### src/rtl/mdu_pkg.sv
// Shared op codes, FSM encoding and op-decode helpers for the multiply/divide unit.
package mdu_pkg;

  typedef enum logic [1:0] {
    MDU_MULT  = 2'b00,
    MDU_MULTU = 2'b01,
    MDU_DIV   = 2'b10,
    MDU_DIVU  = 2'b11
  } mdu_op_e;

  typedef enum logic [1:0] {
    ST_IDLE = 2'b00,
    ST_RUN  = 2'b01,
    ST_FIX  = 2'b10
  } mdu_state_e;

  function automatic logic op_is_div(input logic [1:0] op);
    return (op == MDU_DIV) || (op == MDU_DIVU);
  endfunction

  function automatic logic op_is_signed(input logic [1:0] op);
    return (op == MDU_MULT) || (op == MDU_DIV);
  endfunction

endpackage

### src/rtl/mdu_divstep.sv
// One restoring-division step: shift the next dividend bit into the remainder and trial-subtract.
module mdu_divstep
  import mdu_pkg::*;
#(
  parameter int unsigned WIDTH = 32
) (
  input  logic [WIDTH-1:0] rem_in,
  input  logic [WIDTH-1:0] quo_in,
  input  logic [WIDTH-1:0] divisor,
  output logic [WIDTH-1:0] rem_out,
  output logic [WIDTH-1:0] quo_out
);

  logic [WIDTH:0] shifted;
  logic           fits;

  always_comb begin
    shifted = {rem_in, quo_in[WIDTH-1]};
    fits    = (shifted >= {1'b0, divisor});
    rem_out = fits ? WIDTH'(shifted - {1'b0, divisor}) : shifted[WIDTH-1:0];
    quo_out = {quo_in[WIDTH-2:0], fits};
  end

endmodule

### src/rtl/mult_div_unit.sv
// Multi-cycle signed/unsigned multiply/divide unit driving HI/LO, with start/done handshake,
// divide-by-zero flagging and direct HI/LO writes while idle.
module mult_div_unit
  import mdu_pkg::*;
#(
  parameter int unsigned WIDTH = 32
) (
  input  logic             clock,
  input  logic             reset,
  input  logic             start,
  input  logic [1:0]       op,
  input  logic [WIDTH-1:0] op_a,
  input  logic [WIDTH-1:0] op_b,
  input  logic             hi_wr,
  input  logic             lo_wr,
  input  logic [WIDTH-1:0] wr_data,
  output logic             busy,
  output logic             done,
  output logic             div_zero,
  output logic [WIDTH-1:0] hi,
  output logic [WIDTH-1:0] lo
);

  localparam int unsigned CNT_W = $clog2(WIDTH + 1);
  localparam int unsigned ACC_W = 2 * WIDTH;

  mdu_state_e       state_q, state_d;
  logic [CNT_W-1:0] cnt_q, cnt_d;
  logic [ACC_W-1:0] acc_q, acc_d;
  logic [WIDTH-1:0] opnd_q, opnd_d;
  logic             div_q, div_d;
  logic             neg_q, neg_d;
  logic             rneg_q, rneg_d;
  logic [WIDTH-1:0] hi_q, hi_d;
  logic [WIDTH-1:0] lo_q, lo_d;
  logic             busy_q, busy_d;
  logic             done_q, done_d;
  logic             dz_q, dz_d;

  logic             a_neg, b_neg;
  logic [WIDTH-1:0] abs_a, abs_b;
  logic [WIDTH:0]   mul_sum;
  logic [ACC_W-1:0] mul_next, prod_fix;
  logic [WIDTH-1:0] rem_nx, quo_nx, quo_fix, rem_fix;

  // acc holds {remainder, quotient} for divide and {partial product, multiplier} for multiply
  mdu_divstep #(.WIDTH(WIDTH)) u_divstep (
    .rem_in  (acc_q[ACC_W-1:WIDTH]),
    .quo_in  (acc_q[WIDTH-1:0]),
    .divisor (opnd_q),
    .rem_out (rem_nx),
    .quo_out (quo_nx)
  );

  always_comb begin
    a_neg    = op_is_signed(op) & op_a[WIDTH-1];
    b_neg    = op_is_signed(op) & op_b[WIDTH-1];
    abs_a    = a_neg ? (~op_a + WIDTH'(1)) : op_a;
    abs_b    = b_neg ? (~op_b + WIDTH'(1)) : op_b;
    mul_sum  = {1'b0, acc_q[ACC_W-1:WIDTH]} + (acc_q[0] ? {1'b0, opnd_q} : {(WIDTH+1){1'b0}});
    mul_next = {mul_sum, acc_q[WIDTH-1:1]};
    prod_fix = neg_q ? (~acc_q + ACC_W'(1)) : acc_q;
    quo_fix  = neg_q ? (~acc_q[WIDTH-1:0] + WIDTH'(1)) : acc_q[WIDTH-1:0];
    rem_fix  = rneg_q ? (~acc_q[ACC_W-1:WIDTH] + WIDTH'(1)) : acc_q[ACC_W-1:WIDTH];
  end

  always_comb begin
    state_d = state_q;
    cnt_d   = cnt_q;
    acc_d   = acc_q;
    opnd_d  = opnd_q;
    div_d   = div_q;
    neg_d   = neg_q;
    rneg_d  = rneg_q;
    hi_d    = hi_q;
    lo_d    = lo_q;
    done_d  = 1'b0;
    dz_d    = 1'b0;
    unique case (state_q)
      ST_IDLE: begin
        if (hi_wr) hi_d = wr_data;
        if (lo_wr) lo_d = wr_data;
        if (start) begin
          if (op_is_div(op) && (op_b == '0)) begin
            done_d = 1'b1;
            dz_d   = 1'b1;
          end else begin
            acc_d   = {{WIDTH{1'b0}}, abs_a};
            opnd_d  = abs_b;
            div_d   = op_is_div(op);
            neg_d   = a_neg ^ b_neg;
            rneg_d  = a_neg;
            cnt_d   = CNT_W'(WIDTH);
            state_d = ST_RUN;
          end
        end
      end
      ST_RUN: begin
        acc_d = div_q ? {rem_nx, quo_nx} : mul_next;
        cnt_d = cnt_q - CNT_W'(1);
        if (cnt_q == CNT_W'(1)) state_d = ST_FIX;
      end
      ST_FIX: begin
        hi_d    = div_q ? rem_fix : prod_fix[ACC_W-1:WIDTH];
        lo_d    = div_q ? quo_fix : prod_fix[WIDTH-1:0];
        done_d  = 1'b1;
        state_d = ST_IDLE;
      end
      default: state_d = ST_IDLE;
    endcase
    busy_d = (state_d != ST_IDLE);
  end

  always_ff @(posedge clock or negedge reset) begin
    if (!reset) begin
      state_q <= ST_IDLE;
      cnt_q   <= '0;
      acc_q   <= '0;
      opnd_q  <= '0;
      div_q   <= 1'b0;
      neg_q   <= 1'b0;
      rneg_q  <= 1'b0;
      hi_q    <= '0;
      lo_q    <= '0;
      busy_q  <= 1'b0;
      done_q  <= 1'b0;
      dz_q    <= 1'b0;
    end else begin
      state_q <= state_d;
      cnt_q   <= cnt_d;
      acc_q   <= acc_d;
      opnd_q  <= opnd_d;
      div_q   <= div_d;
      neg_q   <= neg_d;
      rneg_q  <= rneg_d;
      hi_q    <= hi_d;
      lo_q    <= lo_d;
      busy_q  <= busy_d;
      done_q  <= done_d;
      dz_q    <= dz_d;
    end
  end

  assign busy     = busy_q;
  assign done     = done_q;
  assign div_zero = dz_q;
  assign hi       = hi_q;
  assign lo       = lo_q;

endmodule

### config.mk
export PLATFORM = sky130hd
export DESIGN_NAME = mult_div_unit
export DESIGN_NICKNAME = d
export VERILOG_FILES = /design/src/rtl/mdu_pkg.sv /design/src/rtl/mdu_divstep.sv /design/src/rtl/mult_div_unit.sv
export SDC_FILE = /design/constraint.sdc
export NUM_CORES = 1
export LEC_CHECK = 0
export BUFFER_PORTS_ARGS = -buffer_cell sky130_fd_sc_hd__buf_2
export CAP_MARGIN = 30
export CORE_ASPECT_RATIO = 1.75
export CORE_MARGIN = 2
export CORE_UTILIZATION = 41
export DETAILED_ROUTE_END_ITERATION = 8
export GPL_TIMING_DRIVEN = 0
export PLACE_DENSITY = 0.66
export SETUP_SLACK_MARGIN = 0.5
export SYNTH_ARGS = -nofsm -noshare
export SYNTH_HDL_FRONTEND = slang
export SYNTH_SLANG_ARGS = --single-unit
### constraint.sdc
create_clock -name clock -period 4.4 [get_ports clock]
set_input_delay 0.44 -clock clock [delete_from_list [all_inputs] [get_ports clock]]
set_output_delay 0.44 -clock clock [all_outputs]
set_load 0.02 [all_outputs]
==> impl_metrics.ini <==
[run_status]
status = finished clean

[yosys]
synth.avg_cell_area_um2 = 7.803
synth_edf_count = 0
ys_warn_count = 0
ys_types = 69
async_flop_share_pct = 100.0
syn-num-nets = 2050
synthFlopType = dfrtp_1
syn_area_mm2 = 0.01463
ys_ff_latch = 174
synth_top_family_by_area = compound AO/OA/AOI/OAI gates
netlist_instances = 1875
yosys.area_share.simple_pct = 19.50
synth_fa_ha_area_share_pct = 6.260
yosysSeqAreaShare_pct = 29.76
synthXorXnorAreaFrac_pct = 9.937
synth_compound_area_share_pct = 25.98
synth.mux.area_fraction_pct = 3.848

[finish]
final-instance-count-excl-fill = 2548
final_util_pct = 47.77
n_fill_cell = 3546
mostFrequentLayoutCell = o21ai_0
area_growth_syn_to_layout_pct = 14.87
antenna_cells = 0
layout.nets = 2245
fin_area_mm2 = 0.01681
drive_gt1_share_pct = 12.43
final_cell_mix = 203 x o21ai_0, 197 x nor2_1, 190 x nand2_1, 179 x buf_2, 173 x dfrtp_1

[grt]
grt_overflow_total = 0
track_usage_pct = 30.36
grt_pass1_vias = 15350
antenna_found_initial = 0
grt_max_degree = 101
grt_pass1_wl_um = 86220

[placed_design]
placed_cells = 2510
hpwl_um = 46030
placed_area_mm2 = 0.01610
routabilityCongestion = 1.002
pre_cts_slack_ps = -217.4
io_buffers = 169

[sta]
fmax_mhz = 259.2
tightest_slew_ps = 926.8
setup_ws_ps = 541.7
rsz0062_at_grt = yes
fin_crit_sh_pct = 87.69
skew_ps = 10.35
fin_crit_ps = 3858
hold_violations = 0
relSlewSlack_pct = 37.99
finalSetupViolCount = 0
timing.hold.ws_ps = 236.3
final_max_slew_viol_count = 0

[power_and_ir_drop]
clock_power_share_pct = 44.5
p_per_area_mw_per_mm2 = 202.8
switching_share_pct = 27.64
power_switching_uw = 942.1
seqPwrFrac_pct = 47.5
combPwrFrac_pct = 8.0
p_leak_uw = 0.007101
intPower_uw = 2467
vdd_drop_max_uv = 205.1

[route]
firstDrtPassIters = 7
postRouteAntennaNets = 0
avgRoutedWirePerCell_um = 22.24
vias = 15110
drcViolationCount = 0
via_per_inst = 5.931
drt-total-wl_um = 56660
drt_iter0_markers = 942

[critical_path]
crit_type = register to register
start_kind = register
worstPathMaxFanout = 10
worst_ep_required_time_ps = 4730
end_kind = register
cp.arrival_ps = 4180

[die]
die_area_mm2 = 0.03727
die_h_um = 253.9
initial_core_util_pct = 41.59
die-width_um = 146.8
ios = 170
num_rows = 91
core_mm2 = 0.03518

[clock_tree]
clock_path_buffers = 2
htreeDepth = 4
clk_pin_slew_ps = 70
cts_tree = done
cts.root.buffer_cell = clkbuf_16
cts_buffers = 17
clock_latency_ps = 460
clock-sinks = 174

[run]
drv_cap = 0

[min_path]
hold_class = primary input to register
-- through the flow --
step | TNS [ps] | total power (uW)
6_report | 0 | 3409
5_1_grt | 0 | 3515
4_1_cts | 0 | 3424
3_5_place_dp | -3225 | 1923
3_3_place_gp | -2909 | 1916
2_1_floorplan | 0 | 1767
-- cells by family (layout without fill, tap and decap cells) --
family | after synthesis | after routing
AOI/OAI and AO/OA | 619 | 619
xor gates and xnor gates | 166 | 166
adders and majority gates | 72 | 72
buffers and inverters | 177 | 385
and+or+nand+nor | 611 | 611
muxes | 56 | 56
DFF | 174 | 174
-- registers in the layout, summed over array words and instances (netlist names) --
name / count
done: 1
cnt_q: 6
lo: 32
neg_q: 1
acc_q: 64
div_q: 1
busy: 1
div_zero: 1
rneg_q: 1
opnd_q: 32
hi: 32
state_q: 2
-- layer usage --
metal  share of wire (%)  track usage [%]
met3                 4.4            4.147
met4                 8.7            23.94
met2                  53            57.65
met5                   0                0
met1                  34            29.02
-- layout make-up --
type                    instances  area (um2)  share of cell area (%)
plain buffers                 110       455.4                   2.710
inverters                      67       251.5                   1.496
well taps                     465       581.8                   3.462
clock inverters                15       150.1                  0.8933
repair buffers                176       930.9                   5.539
clock buffers                  17       425.4                   2.531
flip-flops and latches        174        4355                   25.91
multi-input cells            1524        9657                   57.46
-- power groups by stage --
| stage | Combinational, uW | Sequential (uW) | Clock, uW |
|---|---|---|---|
| floorplan | 98.9 | 1670 | 0 |
| global route | 301 | 1620 | 1590 |
| CTS | 274 | 1620 | 1530 |
| detailed placement | 272 | 1650 | 0 |
| finish | 274 | 1620 | 1520 |
| global placement | 265 | 1650 | 0 |
-- cell usage after synthesis (all sizes together), types with 4 or more instances --
| library cell | number | area, um2 |
|---|---|---|
| nand3 | 31 | 155.2 |
| a31o | 4 | 35.03 |
| o41ai | 15 | 146.4 |
| nand2 | 190 | 713.2 |
| o22ai | 10 | 62.56 |
| dfrtp | 174 | 4354 |
| o211ai | 16 | 120.1 |
| a22o | 12 | 105.1 |
| or3 | 25 | 156.4 |
| o31ai | 37 | 282.8 |
| and2 | 12 | 75.07 |
| and3 | 22 | 137.6 |
| xnor2 | 105 | 919.6 |
| buf | 17 | 90.08 |
| nand4 | 10 | 62.56 |
| mux2i | 54 | 540.5 |
| nor2b | 11 | 68.82 |
| a21o | 33 | 247.7 |
| nor2 | 198 | 745.7 |
| a21boi | 4 | 30.03 |
| o21bai | 11 | 82.58 |
| o21a | 11 | 82.58 |
| a211oi | 39 | 292.8 |
| o31a | 5 | 43.79 |
| nand4b | 5 | 43.79 |
| a31oi | 12 | 75.07 |
| o21ai | 215 | 1080 |
| a22oi | 14 | 105.1 |
| nand2b | 15 | 93.84 |
| ha | 70 | 875.8 |
| xor2 | 61 | 534.3 |
| a211o | 4 | 35.03 |
| or4 | 18 | 146.4 |
| or2 | 7 | 43.79 |
| a21oi | 155 | 775.7 |
| nor4 | 21 | 137.6 |
| a2111oi | 6 | 52.55 |
| clkbuf | 93 | 349.1 |
| inv | 66 | 247.7 |
| nor3 | 34 | 170.2 |
-- path summary, 6_finish.rpt --
kind,from,endpoint,slack [ps],cells past startpoint
setup / recovery,acc_q[60]$_DFFE_PN0P_,acc_q[51]$_DFFE_PN0P_,540,12
hold / removal,wr_data[26],hi[26]$_DFFE_PN0P_,240,3
setup reg to reg,acc_q[60]$_DFFE_PN0P_,acc_q[51]$_DFFE_PN0P_,540,12
hold reg to reg,hi[14]$_DFFE_PN0P_,hi[14]$_DFFE_PN0P_,470,2
max in group asynchronous,reset,hi[7]$_DFFE_PN0P_,2890,3
min in group asynchronous,reset,opnd_q[0]$_DFFE_PN0P_,550,2
-- critical path, cell delays in order, from the launching register on --
cell and delay (ps):
dfrtp_1 480, ha_1 320, clkbuf_1 260, nand4b_1 340
nor4_2 520, a311oi_1 190, and3_1 240, o211ai_1 90
buf_4 170, buf_2 270, buf_2 400, mux2i_1 310
o21ai_0 120
-- timing repair --
action | in CTS | in global routing
hold buffers | 1 | 0
gates resized for setup | 13 | 13
endpoints found under the setup margin | 72 | 21
endpoints found under the hold margin | 74 | 0
pin swaps | 2 | 2
buffers inserted | 5 | 0
No activity file was read; power rests on OpenSTA's default activity.
